### config.mk
export PLATFORM = sky130hd
export DESIGN_NAME = dunc16_boot_loader
export DESIGN_NICKNAME = d
export VERILOG_FILES = /design/src/rtl/dunc16_boot_loader.sv
export SDC_FILE = /design/constraint.sdc
export NUM_CORES = 1
export LEC_CHECK = 0
export ABC_AREA = 0
export CAP_MARGIN = 25
export CORE_MARGIN = 3
export CORE_UTILIZATION = 50
export CTS_BUF_LIST = sky130_fd_sc_hd__clkbuf_8
export CTS_CLUSTER_SIZE = 20
export DETAILED_ROUTE_END_ITERATION = 8
export PLACE_DENSITY_LB_ADDON = 0.12
export SLEW_MARGIN = 20
export SYNTH_ARGS = -nofsm -noshare
export SYNTH_HDL_FRONTEND = slang
export SYNTH_SLANG_ARGS = --single-unit
### constraint.sdc
create_clock -name CLK -period 2.3 [get_ports CLK]
set_input_delay 0.345 -clock CLK [delete_from_list [all_inputs] [get_ports CLK]]
set_output_delay 0.345 -clock CLK [all_outputs]
set_load 0.02 [all_outputs]
### src/rtl/dunc16_boot_loader.sv
// dunc16 boot loader: receives a length-prefixed big-endian byte image, writes it to program memory, then releases the CPU.
// Optional trailing 16-bit checksum is compiled in by defining DUNC16_BOOT_CHECKSUM_EN.
module dunc16_boot_loader #(
  parameter int ADDR_W = 12
) (
  input  logic              CLK,
  input  logic              RESET,
  input  logic              RX_VALID,
  input  logic [7:0]        RX_DATA,
  output logic              RX_READY,
  output logic              MEM_WE,
  output logic [ADDR_W-1:0] MEM_ADDR,
  output logic [15:0]       MEM_DATA,
  output logic              CPU_RESET,
  output logic              DONE,
  output logic              ERROR
);

  typedef enum logic [2:0] {
    ST_LEN_HI  = 3'd0,
    ST_LEN_LO  = 3'd1,
    ST_DATA_HI = 3'd2,
    ST_DATA_LO = 3'd3,
`ifdef DUNC16_BOOT_CHECKSUM_EN
    ST_CSUM_HI = 3'd4,
    ST_CSUM_LO = 3'd5,
`endif
    ST_RUN     = 3'd6,
    ST_ERR     = 3'd7
  } state_t;

  // Where the frame goes once the data words (possibly none) are in.
`ifdef DUNC16_BOOT_CHECKSUM_EN
  localparam state_t ST_AFTER_DATA = ST_CSUM_HI;
`else
  localparam state_t ST_AFTER_DATA = ST_RUN;
`endif

  localparam logic [16:0] CAPACITY = 17'd1 << ADDR_W;

  state_t              state_q, state_d;
  logic [7:0]          byte_q, byte_d;
  logic [15:0]         len_q, len_d;
  logic [ADDR_W-1:0]   idx_q, idx_d;
  logic                mem_we_q, mem_we_d;
  logic [ADDR_W-1:0]   mem_addr_q, mem_addr_d;
  logic [15:0]         mem_data_q, mem_data_d;
  logic                rx_ready_q, rx_ready_d;
  logic                cpu_reset_q, cpu_reset_d;
  logic                done_q, done_d;
  logic                error_q, error_d;
`ifdef DUNC16_BOOT_CHECKSUM_EN
  logic [15:0]         sum_q, sum_d;
`endif

  logic                accept_s;
  logic [15:0]         rx_word_s;
  logic                last_word_s;

  assign accept_s    = RX_VALID & rx_ready_q;
  assign rx_word_s   = {byte_q, RX_DATA};
  assign last_word_s = ({1'b0, len_q} == ({{(17-ADDR_W){1'b0}}, idx_q} + 17'd1));

  // Next-state, write strobe and status decode.
  always_comb begin
    state_d    = state_q;
    byte_d     = byte_q;
    len_d      = len_q;
    idx_d      = idx_q;
    mem_we_d   = 1'b0;
    mem_addr_d = mem_addr_q;
    mem_data_d = mem_data_q;
`ifdef DUNC16_BOOT_CHECKSUM_EN
    sum_d      = sum_q;
`endif
    if (accept_s) begin
      case (state_q)
        ST_LEN_HI: begin
          byte_d  = RX_DATA;
          state_d = ST_LEN_LO;
        end
        ST_LEN_LO: begin
          len_d = rx_word_s;
          idx_d = '0;
`ifdef DUNC16_BOOT_CHECKSUM_EN
          sum_d = rx_word_s;
`endif
          if ({1'b0, rx_word_s} > CAPACITY) begin
            state_d = ST_ERR;
          end else if (rx_word_s == 16'd0) begin
            state_d = ST_AFTER_DATA;
          end else begin
            state_d = ST_DATA_HI;
          end
        end
        ST_DATA_HI: begin
          byte_d  = RX_DATA;
          state_d = ST_DATA_LO;
        end
        ST_DATA_LO: begin
          mem_we_d   = 1'b1;
          mem_addr_d = idx_q;
          mem_data_d = rx_word_s;
          idx_d      = idx_q + {{(ADDR_W-1){1'b0}}, 1'b1};
`ifdef DUNC16_BOOT_CHECKSUM_EN
          sum_d      = sum_q + rx_word_s;
`endif
          if (last_word_s) begin
            state_d = ST_AFTER_DATA;
          end else begin
            state_d = ST_DATA_HI;
          end
        end
`ifdef DUNC16_BOOT_CHECKSUM_EN
        ST_CSUM_HI: begin
          byte_d  = RX_DATA;
          state_d = ST_CSUM_LO;
        end
        ST_CSUM_LO: begin
          if (rx_word_s == sum_q) begin
            state_d = ST_RUN;
          end else begin
            state_d = ST_ERR;
          end
        end
`endif
        default: state_d = state_q;
      endcase
    end else begin
      state_d = state_q;
    end
    // CPU release lags RUN entry by one edge so the final write has retired.
    rx_ready_d  = (state_d != ST_RUN) && (state_d != ST_ERR);
    cpu_reset_d = (state_q != ST_RUN);
    done_d      = (state_q == ST_RUN);
    error_d     = (state_d == ST_ERR);
  end

  // State and registered output update.
  always_ff @(posedge CLK or posedge RESET) begin
    if (RESET) begin
      state_q     <= ST_LEN_HI;
      byte_q      <= 8'd0;
      len_q       <= 16'd0;
      idx_q       <= '0;
      mem_we_q    <= 1'b0;
      mem_addr_q  <= '0;
      mem_data_q  <= 16'd0;
      rx_ready_q  <= 1'b0;
      cpu_reset_q <= 1'b1;
      done_q      <= 1'b0;
      error_q     <= 1'b0;
`ifdef DUNC16_BOOT_CHECKSUM_EN
      sum_q       <= 16'd0;
`endif
    end else begin
      state_q     <= state_d;
      byte_q      <= byte_d;
      len_q       <= len_d;
      idx_q       <= idx_d;
      mem_we_q    <= mem_we_d;
      mem_addr_q  <= mem_addr_d;
      mem_data_q  <= mem_data_d;
      rx_ready_q  <= rx_ready_d;
      cpu_reset_q <= cpu_reset_d;
      done_q      <= done_d;
      error_q     <= error_d;
`ifdef DUNC16_BOOT_CHECKSUM_EN
      sum_q       <= sum_d;
`endif
    end
  end

  assign RX_READY  = rx_ready_q;
  assign MEM_WE    = mem_we_q;
  assign MEM_ADDR  = mem_addr_q;
  assign MEM_DATA  = mem_data_q;
  assign CPU_RESET = cpu_reset_q;
  assign DONE      = done_q;
  assign ERROR     = error_q;

endmodule
After elaboration in Yosys (flattened, before gate mapping)
Cells that the tools add are included.
{ "classes": {"addsub": 2, "eq_ne": 9, "magnitude_cmp": 1, "muxes": 8, "reduce_logical": 9, "n_bitwise": 1} }
{ "ops": {"columns": ["operator", "count"], "rows": [
  ["$pmux 12 s2", 1],
  ["$eq 16x13->1", 1],
  ["$gt 16x13->1 const B", 1],
  ["$logic_not 16->1", 1],
  ["$add 12x1->13 const B", 1],
  ["$add 12x1->12 const B", 1],
  ["$mux 3", 4],
  ["$pmux 3 s4", 1],
  ["$ne 3x3->1 const B", 3],
  ["$reduce_and 2->1", 4],
  ["$eq 3x2->1 const B", 2],
  ["$eq 3x3->1 const B", 2],
  ["$eq 3x1->1 const B", 1],
  ["$logic_not 3->1", 1],
  ["$mux 1", 2],
  ["$reduce_bool 2->1", 1],
  ["$reduce_or 2->1", 1],
  ["$and 1x1->1", 1],
  ["$logic_and 1x1->1", 1]
]} }
{ "totals": {"word_cells": 41, "output_inout_bits": 33, "reg_bits": 72} }

Depth between registers and ports, before layout
Gate-level depths: netlist (run 1).
{ "logic_depth": {"depth_word": 7, "ltp_mapped": 7, "ltp_nobuf": 7} }

Worst setup path after synthesis (run 1)
No wires, ideal clock.
{ "synth_path": {"path_type": "flip-flop to flip-flop", "from": "register idx_q[0]", "to": "register error_q (netlist: ERROR)", "slack_ns": 0.016, "required_time_ns": 2.233, "arrival_ns": 2.217, "period_less_slack_ns": 2.284, "setup_ns": 0.067, "n_path_buf": 0, "path_stages_with_launch": 8, "path_cell_list": "dfrtp_1 > ha_1 > nand3_2 > or4_1 > mux2i_1 > a31o_2 > o31ai_4 > and3_1"} }
{ "synth_via": {"elab_chain_cells": 6} }
{ "synth_lines": {"columns": ["item", "line", "rtl"], "rows": [
  ["start: declaration", "44", "logic [ADDR_W-1:0] idx_q, idx_d;"],
  ["start signal: assignment", "160", "idx_q <= idx_d;"],
  ["$add 12x1->13", "62", "assign last_word_s = ({1'b0, len_q} == ({{(17-ADDR_W){1'b0}}, idx_q} + 17'd1));"],
  ["$eq 16x13->1", "62", null],
  ["$mux 3", "108", "if (last_word_s) begin"],
  ["$pmux 3 s4", "77", "case (state_q)"],
  ["$mux 3", "76", "if (accept_s) begin"],
  ["net state_d[2]", "41", "state_t state_q, state_d;"],
  ["$eq 3x3->1", "136", "error_d = (state_d == ST_ERR);"],
  ["net error_d", "51", "logic error_q, error_d;"],
  ["end signal: assignment", "167", "error_q <= error_d;"],
  ["end: declaration", "51", null]
]} }
The timed path passes the listed nets, and every way through them passes these cells.
A chain may end at the register's enable or synchronous reset.

Final worst setup path (run 1)
Ends and elaborated chain as after synthesis.

==> flow_metrics.tcl, run 1 <==
set metrics [dict create \
    swShare_pct 36.2 \
    htreeDepth 3 \
    synthTopCellsByCount "107 x nand2_1, 71 x dfrtp_1, 24 x mux2_1" \
    slew_violations 0 \
    clk_pin_slew_ps 80 \
    slew_headroom_pct 68.5 \
    gp_congestion 0.923 \
    syn-num-nets 343 \
    multi_input_area_sq_um 1400 \
    r2r_setup_slack_ps 160 \
    drcViolationCount 0 \
    drtIter0Drc 136 \
    yosysMostFrequentCell "nand2_1" \
    cts_tree "done" \
    synth-async-reset-ratio_pct 100 \
    layoutNonFillerInstCount 468 \
    synth_flop_cell "dfrtp_1" \
    yosys.area.top_type "dfrtp_1" \
    synth_edf_count 0 \
    fillCellCount 497 \
    cts_root_buffer "clkbuf_8" \
    grt_pass1_wl_mm 13.3 \
    comb_power_share_pct 35.3 \
    worst-path-max-fanout 3 \
    drive_gt1_share_pct 11.5 \
    core_area_sq_um 6170 \
    fin_nets 400 \
    ir_drop_v 0.000661 \
    grt_pass1_vias 2715 \
    hold_class "in2async" \
    ant_nets 0 \
    routed_wl_mm 7.71 \
    antennaDiodeCount 0 \
    fin_skew_ps 12.8 \
    post-dp-hpwl_mm 5.43 \
    avgSynthCellArea_sq_um 9.98 \
    critical_path.endpoint_type "register" \
    final.setup.tns_ps 0 \
    synth_cell_types 46 \
    hold_violations 0 \
    status "completed" \
    grt_overflow 0 \
    yosys-top-cells-area "dfrtp_1 54%, nand2_1 12%, mux2_1 8.2%, xnor2_1 1.9%, o21ai_1 1.7%" \
    syn_to_final_growth_pct 25.0 \
    grt_max_degree 73 \
    worstSetupStartpointType "register" \
    p_seq_share_pct 41.9 \
    syn_area_sq_um 3300 \
    placed_cells 452 \
    die_h_um 87.3 \
    boundaryPins 44 \
    die_w_um 87.3 \
    leakage_uw 0.00198 \
    vias 2589 \
    arrival_ps 2430 \
    clock_path_buffers 2 \
    clock.fmax_ghz 0.467 \
    internal_power_uw 2800 \
    synthCells 331 \
    wl_per_cell_um 16.5 \
    die_area_sq_um 7620 \
    maxCapViolations 0 \
    hold_ws_ps 367 \
    finalCritPeriodShare_pct 93.0 \
    fin_ws_ps 160 \
    firstDrtPassIters 4 \
    via_per_inst 5.53 \
    path_class "reg2reg" \
    regArea_sq_um 1800 \
    synth_top_area_share_pct 53.8 \
    io_buffers 43 \
    cts.sink_count 72 \
    dp_slack_ps 31.2 \
    rows 28 \
    ys_seq_elements 72 \
    ys_seq_area_share_pct 54.6 \
    ctsHoldBuffers 0 \
    clockPowerShare_pct 22.8 \
    gr-usage-all-layers_pct 23.1 \
    required_ps 2590 \
    antenna_found_initial 0 \
    clk_latency_ps 360 \
    tightestPinTransition_ps 472 \
    start_util_pct 53.6 \
    p_switching_uw 1590 \
    p_per_area_nw_per_um2 1060 \
    cts_inserted_buffers 9 \
    period_minus_slack_ps 2140 \
    yosysWarnings 0 \
    setup_violations 0 \
    grt_setup_unrepaired "false" \
]
-- worst paths after layout --
path	from	endpoint	cells past startpoint
min in group CLK	MEM_ADDR[4]	MEM_ADDR[4]	2
worst min register to register	MEM_ADDR[4]	MEM_ADDR[4]	2
worst min-delay path	RESET	MEM_DATA[3]	3
worst max-delay path	idx_q[0]	ERROR	7
worst max register to register	idx_q[0]	ERROR	7
max in group asynchronous	RESET	CPU_RESET	3
-- registers in the layout, summed over array words and instances, names as in the netlist --
name and cells:
MEM_DATA 16, len_q 16, MEM_ADDR 12, idx_q 12, byte_q 8, state_q 3, CPU_RESET 1, DONE 1
ERROR 1, MEM_WE 1, RX_READY 1
-- power groups by stage --
stage	Combinational, uW	Clock (uW)	Sequential (uW)
global route	1690	1080	1890
floorplan	618	0	2080
global placement	1520	0	1860
CTS	1560	1020	1840
detailed placement	1540	0	1860
finish	1550	1000	1840
-- cell families after synthesis --
family	synth area share, %
AOI/OAI and AO/OA	6.40
buffers and inverters	3.26
muxes	9.39
xor gates and xnor gates	3.18
adders and majority gates	0.379
DFF	54.6
and+or+nand+nor	22.8
-- worst max-delay path: stages (launching register included) --
cell	delay (ps)
dfrtp_1	390
ha_1	330
xor2_1	140
or4_1	410
nor4_2	220
nand4b_1	180
o31ai_4	220
and3_1	180
-- routing by layer --
layer | routed length, um | track usage (%) | vias to the layer above
li1 | - | - | 1228
met1 | 3320 | 29.3 | 1266
met2 | 3760 | 36.8 | 77
met3 | 441 | 6.15 | 18
met4 | 189 | 10.6 | 0
met5 | 0 | 0 | -
-- placed cells by master, fill, tap and decap left out, types with 4 or more instances in the layout --
cell | synthesis | routed
a21oi_1 | 4 | 4
nand2_1 | 107 | 107
clkdlybuf4s50_1 | 0 | 43
clkbuf_8 | 0 | 9
nor3_1 | 5 | 5
o21ai_1 | 11 | 11
xnor2_1 | 7 | 7
nor4_1 | 6 | 5
nor2_1 | 13 | 13
o31ai_1 | 5 | 5
dfrtp_1 | 71 | 71
a21o_1 | 4 | 4
nand4_1 | 5 | 5
buf_4 | 3 | 20
mux2_1 | 24 | 24
xor2_1 | 5 | 5
mux2i_1 | 4 | 4
-- per-stage QoR --
stage	total power, uW	cell area [sq um]	utilization (%)
after floorplan	2700	3300	-
after global placement	3380	3930	63.7
after detailed placement	3410	3930	63.7
after CTS	4420	4120	66.9
after global routing	4660	4130	67.0
final	4390	4130	67.0
-- final cells by class --
class,count,area share [%]
clock buffers,9,3.00
inverters,4,0.364
clock inverters,7,1.76
flip-flops and latches,72,43.7
repair buffers,65,15.0
well taps,75,2.27
multi-input cells,236,33.9
-- timing repair --
| item | 4_1_cts | 5_1_grt |
|---|---|---|
| setup endpoints to repair | 0 | 2 |
| buffers inserted | 0 | 0 |
| resized for setup | 0 | 1 |
Note: power is estimated with default switching activity, not from simulation.
==> inputs of run 2 (changes only) <==
--- a/config.mk
+++ b/config.mk
@@ -7,6 +7,7 @@
 export LEC_CHECK = 0
 export ABC_AREA = 0
 export CAP_MARGIN = 25
+export CORE_ASPECT_RATIO = 1.25
 export CORE_MARGIN = 3
 export CORE_UTILIZATION = 50
 export CTS_BUF_LIST = sky130_fd_sc_hd__clkbuf_8
==> flow_metrics.tcl, run 2 (synthesized netlist as in run 1, its figures left out) <==
set metrics [dict create \
    worstSetupStartpointType "register" \
    grt_overflow 0 \
    via_per_inst 5.40 \
    cts_root_buffer "clkbuf_8" \
    cts.sink_count 72 \
    final.setup.tns_ps 0 \
    r2r_setup_slack_ps 70 \
    fin_skew_ps 5.32 \
    worst-path-max-fanout 3 \
    totalPowerFinal_uw 4370 \
    slew_headroom_pct 63.6 \
    path_class "reg2reg" \
    grt_pass1_wl_mm 13.5 \
    die_w_um 78.7 \
    drtIter0Drc 172 \
    slowest_stage "or4_4" \
    core_area_sq_um 6290 \
    final_common_cell "nand2_1" \
    clk_latency_ps 350 \
    hold_ws_ps 378 \
    maxCapViolations 0 \
    firstDrtPassIters 4 \
    cts_tree "done" \
    wl_per_cell_um 16.7 \
    final_cell_mix "107 x nand2_1, 71 x dfrtp_1, 43 x clkdlybuf4s50_1, 24 x mux2_1, 18 x buf_4" \
    ant_nets 0 \
    htreeDepth 3 \
    tightestPinTransition_ps 545 \
    post-dp-hpwl_mm 5.56 \
    worstPathCellList "ha_4, xor2_2, or4_4, nor4_2, nand4b_1, o31ai_4, and3_1" \
    finalCritPeriodShare_pct 97.0 \
    clock.fmax_ghz 0.448 \
    status "completed" \
    dp_slack_ps -150 \
    leakage_uw 0.00196 \
    post-cts-setup-buffers 0 \
    reg2regPathDepth 7 \
    vias 2571 \
    gp_congestion 0.811 \
    drive_gt1_share_pct 12.0 \
    gr-usage-all-layers_pct 23.1 \
    grt_setup_unrepaired "false" \
    die_h_um 96.9 \
    hold_violations 0 \
    slowest_delay_ps 420 \
    grt_max_degree 73 \
    finalCoreUtilization_pct 65.8 \
    arrival_ps 2530 \
    clk_pin_slew_ps 80 \
    grt_pass1_vias 2689 \
    start_util_pct 52.6 \
    antennaDiodeCount 0 \
    p_per_area_nw_per_um2 1060 \
    clock_path_buffers 2 \
    io_buffers 43 \
    r2r_start "idx_q[0]" \
    critical_path.endpoint_type "register" \
    rows 32 \
    syn_to_final_growth_pct 25.2 \
    fin_nets 398 \
    slew_violations 0 \
    hold_class "in2async" \
    timing.rr.end "ERROR" \
    ir_drop_v 0.000768 \
    required_ps 2600 \
    fin_ws_ps 69.1 \
    setup_violations 0 \
    boundaryPins 44 \
    routed_wl_mm 7.94 \
    period_minus_slack_ps 2230 \
    fillCellCount 553 \
    cts_inserted_buffers 9 \
    die_area_sq_um 7630 \
    drcViolationCount 0 \
    antenna_found_initial 0 \
]
==> run 2: cell count changes in the layout (fill, tap and decap cells not counted), sizes merged <==
cell | before | now
buf | 22 | 20
bufinv | 1 | 0
clkbuf | 9 | 11
clkinv | 3 | 4
inv | 6 | 4
==> run 2: worst max path at each step <==
stage	cells after the start	end	start
finish	7	ERROR	idx_q[0]
floorplan	7	ERROR	idx_q[0]
detailed placement	7	ERROR	idx_q[0]
CTS	7	ERROR	idx_q[0]
global placement	7	ERROR	idx_q[0]
global route	6	ERROR	idx_q[6]
==> run 2: per-layer routing <==
layer  global-route usage, %  up-vias  routed length (um)
li1                        -     1226                   -
met1                    27.6     1272                3300
met2                    39.7       56                4160
met3                    4.75       17                 259
met4                    10.2        0                 214
met5                       0        -                   0
==> run 2: power by group <==
group | leakage (uW) | switching (uW) | total [uW] | internal [uW]
clock network | 0.0000951 | 480 | 926 | 446
registers | 0.000932 | 276 | 1880 | 1600
logic | 0.000937 | 849 | 1570 | 724
total | 0.00196 | 1600 | 4370 | 2770
==> run 2: repair_timing <==
| action | 4_1_cts | 5_1_grt |
|---|---|---|
| gates resized for setup | 2 | 2 |
| setup endpoints to repair | 2 | 1 |
| pin swaps | 1 | 0 |
| hold buffers | 0 | 0 |
| endpoints found under the hold margin | 0 | 0 |
==> run 2: layout make-up <==
class | instances | area, sq um | area share [%]
clock buffer | 11 | 151 | 3.66
clock inverter | 5 | 31.3 | 0.756
inverter | 4 | 15.0 | 0.363
multi-input combinational | 236 | 1420 | 34.4
sequential | 72 | 1800 | 43.6
tap | 85 | 106 | 2.57
timing repair buffer | 63 | 606 | 14.6
==> run 2: critical path: cells and delay by family, from the launching register on <==
kind | cells | cell delay [ps]
simple gates | 4 | 1100
fa+ha+maj | 1 | 260
compound gates | 1 | 250
flops | 1 | 410
xor+xnor | 1 | 150
==> run 2: through the flow <==
stage          std cells  instance area (sq um)
5_1_grt              476                   4140
6_report             476                   4140
3_3_place_gp         460                   3920
3_5_place_dp         460                   3920
2_1_floorplan        331                   3300
4_1_cts              476                   4130
